$ cat src/rtl/ppu_pixel_fifo.sv
// ppu_pixel_fifo: FWFT pixel FIFO tagging each PPU dot with sof/eol from raster counters.
// Optional `PPU_FIFO_DROP_CNT_EN adds a saturating drop_count output.
module ppu_pixel_fifo #(
    parameter int DEPTH       = 256,
    parameter int LINE_PIXELS = 256,
    parameter int FRAME_LINES = 240
) (
    input  logic                     ppu_clk,
    input  logic                     reset,
    input  logic                     pix_valid,
    input  logic [5:0]               pix_data,
    input  logic                     frame_start,
    output logic [5:0]               out_data,
    output logic                     out_sof,
    output logic                     out_eol,
    output logic                     out_valid,
    input  logic                     out_ready,
    output logic [$clog2(DEPTH):0]   level,
    output logic                     overflow,
    input  logic                     clear_overflow
`ifdef PPU_FIFO_DROP_CNT_EN
    ,
    output logic [15:0]              drop_count
`endif
);
    localparam int AW = $clog2(DEPTH);
    localparam int XW = $clog2(LINE_PIXELS);
    localparam int YW = $clog2(FRAME_LINES);

    logic [7:0]    mem_q [DEPTH];
    logic [AW:0]   wr_ptr_q, wr_ptr_d, rd_ptr_q, rd_ptr_d;
    logic [XW-1:0] x_q, x_d, cur_x;
    logic [YW-1:0] y_q, y_d, cur_y;
    logic          full, empty, push, pop, drop, sof, eol;
    logic          overflow_q, overflow_d;
    logic [7:0]    head;

    assign level = wr_ptr_q - rd_ptr_q;

    always_comb begin
        empty      = level == '0;
        full       = level == (AW+1)'(DEPTH);
        pop        = !empty && out_ready;
        push       = pix_valid && (!full || pop);
        drop       = pix_valid && full && !pop;
        cur_x      = frame_start ? '0 : x_q;
        cur_y      = frame_start ? '0 : y_q;
        sof        = cur_x == '0 && cur_y == '0;
        eol        = cur_x == XW'(LINE_PIXELS - 1);
        // counters advance on every strobe, dropped or not, so geometry survives overflow
        x_d        = !pix_valid ? x_q : eol ? '0 : cur_x + XW'(1);
        y_d        = !pix_valid ? y_q : !eol ? cur_y :
                     cur_y == YW'(FRAME_LINES - 1) ? '0 : cur_y + YW'(1);
        wr_ptr_d   = wr_ptr_q + (AW+1)'(push);
        rd_ptr_d   = rd_ptr_q + (AW+1)'(pop);
        overflow_d = drop || (overflow_q && !clear_overflow);
        head       = empty ? '0 : mem_q[rd_ptr_q[AW-1:0]];
    end

    always_ff @(posedge ppu_clk) begin
        if (reset) begin
            wr_ptr_q   <= '0;
            rd_ptr_q   <= '0;
            x_q        <= '0;
            y_q        <= '0;
            overflow_q <= 1'b0;
        end else begin
            wr_ptr_q   <= wr_ptr_d;
            rd_ptr_q   <= rd_ptr_d;
            x_q        <= x_d;
            y_q        <= y_d;
            overflow_q <= overflow_d;
        end
    end

    always_ff @(posedge ppu_clk)
        if (push) mem_q[wr_ptr_q[AW-1:0]] <= {sof, eol, pix_data};

    assign {out_sof, out_eol, out_data} = head;
    assign out_valid = !empty;
    assign overflow  = overflow_q;

`ifdef PPU_FIFO_DROP_CNT_EN
    logic [15:0] drop_cnt_q, drop_cnt_d;

    always_comb
        drop_cnt_d = drop ? (clear_overflow ? 16'd1 : drop_cnt_q + {15'd0, drop_cnt_q != 16'hFFFF}) :
                     clear_overflow ? '0 : drop_cnt_q;

    always_ff @(posedge ppu_clk)
        drop_cnt_q <= reset ? '0 : drop_cnt_d;

    assign drop_count = drop_cnt_q;
`endif
endmodule
$ cat config.mk
export PLATFORM = sky130hd
export DESIGN_NAME = ppu_pixel_fifo
export DESIGN_NICKNAME = d
export VERILOG_FILES = /design/src/rtl/ppu_pixel_fifo.sv
export SDC_FILE = /design/constraint.sdc
export NUM_CORES = 2
export LEC_CHECK = 0
export ABC_AREA = 1
export BUFFER_PORTS_ARGS = -buffer_cell sky130_fd_sc_hd__buf_4
export CORE_MARGIN = 2
export CORE_UTILIZATION = 55
export CTS_CLUSTER_SIZE = 28
export DETAILED_ROUTE_END_ITERATION = 6
export PLACE_DENSITY = 0.73
export SYNTH_ARGS = -nofsm -noshare
export SYNTH_HDL_FRONTEND = slang
export SYNTH_SLANG_ARGS = --single-unit
$ cat constraint.sdc
create_clock -name ppu_clk -period 13.8 [get_ports ppu_clk]
set_input_delay 2.07 -clock ppu_clk [delete_from_list [all_inputs] [get_ports ppu_clk]]
set_output_delay 2.07 -clock ppu_clk [all_outputs]
set_load 0.02 [all_outputs]
Word level (Yosys, flattened, before mapping)

Memories as Yosys holds them, arrays and structs flattened. A register that Yosys moved wholly into a read port is not among the register bits.
Index checks and enable logic that the tools add are counted.

Flip-flop bits (word level): 35
Memory bits (writable): 2048
Input bits: 12
Output and inout port bits: 19
Memories: 1

Add/subtract/negate cells: 5
Equality and inequality tests: 3
Muxes and demuxes: 9
Reduce and logical (&&, ||, !) cells: 15

Memories:

| name  | depth | width | rd ports | clocked after Yosys merged registers in | wr ports | RTL line | text |
|---|---|---|---|---|---|---|---|
| mem_q | 256   | 8     | 1        | 1                                       | 1        | 30       | `logic [7:0] mem_q [DEPTH];` |

Operator list:

| operator                                                      | count |
|---|---|
| 8-bit 2-to-1 mux                                              | 7 |
| 9-bit by 1-bit adder with 9-bit output                        | 2 |
| 8-bit by 1-bit adder with 8-bit output, second input constant | 2 |
| 8-bit == test, second input constant                          | 2 |
| 8-bit zero test                                               | 2 |
| 9-bit == test, second input constant                          | 1 |
| 9-bit zero test                                               | 1 |
| 9-bit subtractor                                              | 1 |
| 1-bit logical AND                                             | 6 |
| 1-bit zero test                                               | 4 |
| 1-bit logical OR                                              | 2 |
| 1-bit 2-to-1 mux                                              | 2 |

Logic depth before layout (Yosys ltp)

Depth after elaboration: 8
Depth in mapped cells: 26
Gate-level depth less buffers: 21

Worst setup path before layout

Ideal clock, no wire load.

Path type: input to register
Start point: input port frame_start
End point: memory mem_q[0][7], data pin
Arrival: 12.385 ns
Path slack: -0.685 ns
Stages: 5
Cells stage by stage: clkbuf_1 nor2_1 nor4_1 nand4_1 nor3_1

Longest elaborated chain between the ends: 3
Elaborated cells between the ends (all ways): 5

Ends and longest elaborated chain:

| element                                    | RTL line | text |
|---|---|---|
| start, declared                            | 12       | `input logic frame_start,` |
| 8-bit 2-to-1 mux, on equally long branches | 46, 47   |  |
| 8-bit zero test                            | 48       | `sof = cur_x == '0 && cur_y == '0;` |
| 1-bit logical AND *                        | 48       |  |
| net sof                                    | 34       | `logic full, empty, push, pop, drop, sof, eol;` |
| end, declared                              | 30       |  |

Mark *: on every way through the listed nets, which the timed path passes. The rest lies on a longest branch.

Final worst setup path

Start point: register rd_ptr_q[0]
End point: output port out_eol

Longest elaborated chain between the ends: 3

Ends and longest elaborated chain:

| element                | RTL line | text |
|---|---|---|
| start, declared        | 31       | `logic [AW:0] wr_ptr_q, wr_ptr_d, rd_ptr_q, rd_ptr_d;` |
| start signal, assigned | 69       | `rd_ptr_q <= rd_ptr_d;` |
| 9-bit subtractor       | 38       | `assign level = wr_ptr_q - rd_ptr_q;` |
| 9-bit zero test        | 41       | `empty = level == '0;` |
| 8-bit 2-to-1 mux       | 57       | `head = empty ? '0 : mem_q[rd_ptr_q[AW-1:0]];` |
| end, declared          | 15       | `output logic out_eol,` |

No other way between the ends.

==> flow_summary_export.csv <==
group,metric,value,unit
outcome,status,"finished clean",
timing,tightest_slew,1274,ps
synthesis,netlist_area,0.08558,sq mm
clock_network,cts_root_buf,"clkbuf_16",
power,internal_power,10640,uW
detailed_routing,num_vias,57448,
cells_and_area,final_area,0.09377,sq mm
worst_setup_path,worstPathArrival,6380,ps
synthesis,synth_area_per_cell,11.37,sq um
place,dpl.hpwl,123800,um
timing,fin_tns_setup,0,ps
cells_and_area,layout_common_cells,"2,721 x nand2_1, 2,048 x edfxtp_1, 1,560 x nand3_1",
floorplan,die_h,398.5,um
clock_network,cts_num_sinks,2083,
detailed_routing,vias_per_cell,5.998,
synthesis,synth_seq_cells,2083,
cells_and_area,drive_above_1_share,5.629,%
clock_network,cts_tree,"done",
synthesis,synthCells,7526,
worst_setup_path,end_kind,"output pin",
floorplan,core.rowCount,144,
power,clockPowerShare,39.0,%
clock_network,post-cts-setup-buffers,0,
synthesis,synth_nets,7555,
clock_network,clock_insertion_delay_worst_skew,840,ps
cells_and_area,syn2layout_area_growth,9.569,%
synthesis,synthAdderAreaFrac,0.2573,%
clock_network,postCtsHoldBufs,0,
global_routing,grt_max_degree,197,
synthesis,ys_async_sr_fraction,0,%
detailed_routing,wl_per_cell,23.60,um
clock_network,htreeDepth,4,
global_routing,grt_use_total,28.42,%
timing,final-hold-violation-count,0,
synthesis,synth_ff_type,"edfxtp_1",
power,seq_power_share,48.5,%
worst_setup_path,crit_fanout,173,
timing,clock_skew,67.75,ps
detailed_routing,drt_iter0_markers,8108,
timing,fmax,118.3,MHz
synthesis,synthDistinctLibCells,35,
clock_network,clk_path_buf_depth,3,
power,peakVddDrop,0.0001297,V
timing,drv_slew,0,
clock_network,clk_pin_slew_worst_paths,60,ps
detailed_routing,firstDrtPassIters,6,
cells_and_area,final_common_cell,"nand2_1",
synthesis,synth_top_family_by_area,"simple AND/OR/NAND/NOR gates",
place,gp_congestion,0.8619,
detailed_routing,drc,0,
synthesis,synth_compound_gate_area_share,0.8802,%
worst_setup_path,required,11730,ps
power,p_sw_share,25.91,%
synthesis,seq_area_frac_synth,72.68,%
place,portBuffers,30,
global_routing,grt_pass1_vias,55083,
power,p_leak,0.03323,uW
timing,rsz0062_at_grt,"no",
timing,layout_worst_path_cycle_share,61.23,%
timing,finalCriticalPeriod,8450,ps
synthesis,synth_xor_area_share,0.1521,%
power,p_comb_share,12.5,%
power,p_per_area,153.2,mW/mm^2
floorplan,die-area,0.1588,sq mm
place,dp_slack,6555,ps
run,maxCapViolCount,0,
timing,setup_viol,0,
min_path,min_path_type,"flip-flop to flip-flop",
global_routing,antenna_found_initial,8,
synthesis,netlist.area_leader.share,71.86,%
power,p_sw,3721,uW
cells_and_area,final_util,60.80,%
global_routing,grt_pass1_wl,339000,um
synthesis,synth_area_leaders,"edfxtp_1 72%, nand2_1 12%, nand3_1 9.2%",
timing,maxSlewHeadroom,15.04,%
synthesis,synth_mux_area_share,0,%
synthesis,synth_edf_count,2048,
floorplan,initial_utilization,55.49,%
clock_network,cts_made_buffers,202,
floorplan,io_pins,31,
timing,fin_ws,5350,ps
floorplan,die_w,398.5,um
global_routing,gr-total-overflow,0,
clock_network,cts_resized,0,
synthesis,yosysWarnings,0,
detailed_routing,drtAntennaViolNets,0,
floorplan,coreArea,0.1542,sq mm
cells_and_area,nets,7390,
synthesis,synth_simple_gate_area_share,23.08,%
worst_setup_path,critPathKind,"flip-flop to output pin",
place,place_area,0.08705,sq mm
worst_setup_path,rrSetupSlack,8050,ps
synthesis,synth_top_area_cell,"edfxtp_1",
worst_setup_path,critPathLaunchType,"flip-flop",
detailed_routing,routed_wl,226100,um
## kinds of logic after synthesis
family	after synthesis
adders and majority gates	17
and+or+nand+nor	4690
buffers and inverters	577
xor gates and xnor gates	14
AOI/OAI and AO/OA	145
DFF	2083
## stage by stage
step | instances | total power (uW) | hold WS, ps
after global routing | 9576 | 14780 | 487.3
after floorplan | 7526 | 8275 | 445.3
final | 9578 | 14360 | 465.6
after detailed placement | 9201 | 8864 | 459.3
after CTS | 9576 | 14360 | 468.7
after global placement | 9201 | 8832 | 452.4
## registers in the layout (all words and copies together), names as in the netlist
register / flops
y_q: 8
mem_q: 2048
rd_ptr_q: 9
wr_ptr_q: 9
overflow: 1
x_q: 8
## final cells by class
type,count,area [sq um]
antenna,2,5.005
clock buffer,265,5456
clock inverter,110,1250
fill,11820,60460
inverter,106,420.4
multi-input combinational,4866,20920
sequential,2083,62210
tap,2044,2557
timing repair buffer,102,948.4
## cells in the mapped netlist (6+ instances only)
cell and instances:
a21oi_1 119, a31oi_1 6, buf_1 60, buf_2 172, buf_4 16, buf_6 9
clkbuf_1 213, clkinv_1 7, dfxtp_1 35, edfxtp_1 2048, ha_1 16, inv_1 95
nand2_1 2721, nand3_1 1567, nand3_4 9, nand4_1 7, nor2_1 368, nor3_1 7
o21ai_0 12, xnor2_1 10
## worst max-delay path: stages, from the launching register on
cell and delay [ps]:
dfxtp_4 890, buf_12 610, buf_4 800, buf_4 760, nand2_1 110, nand3_1 120
nand3_1 160, nand3_1 140, nand3_1 170, nand2_1 110, nand3_1 90, nor2_1 380
nor2_1 180, nor2_1 520, buf_4 250
## path summary, 6_finish.rpt
path                    start       endpoint  cells after the start
setup / recovery  rd_ptr_q[0]        out_eol                     14
hold / removal         x_q[6]         x_q[6]                      2
setup reg to reg  rd_ptr_q[3]  mem_q[150][1]                     14
hold reg to reg        x_q[6]         x_q[6]                      2
## power by group through the flow
stage,logic (uW),registers [uW],clock network [uW]
4_1_cts,1770,6970,5620
6_report,1800,6970,5590
3_3_place_gp,1730,7110,0
5_1_grt,1960,6970,5850
2_1_floorplan,1190,7090,0
3_5_place_dp,1760,7110,0
## routing by layer
metal | part of all wire (%) | GRT usage [%] | vias up | routed length (um)
met5 | 0.10 | 0.7264 | - | 227
met4 | 4.4 | 13.00 | 10 | 9998
met3 | 11 | 5.694 | 580 | 24730
met2 | 46 | 44.23 | 3354 | 105100
met1 | 38 | 38.90 | 27668 | 86020
li1 | - | - | 25836 | -
Power figures use the tool's default switching activity.
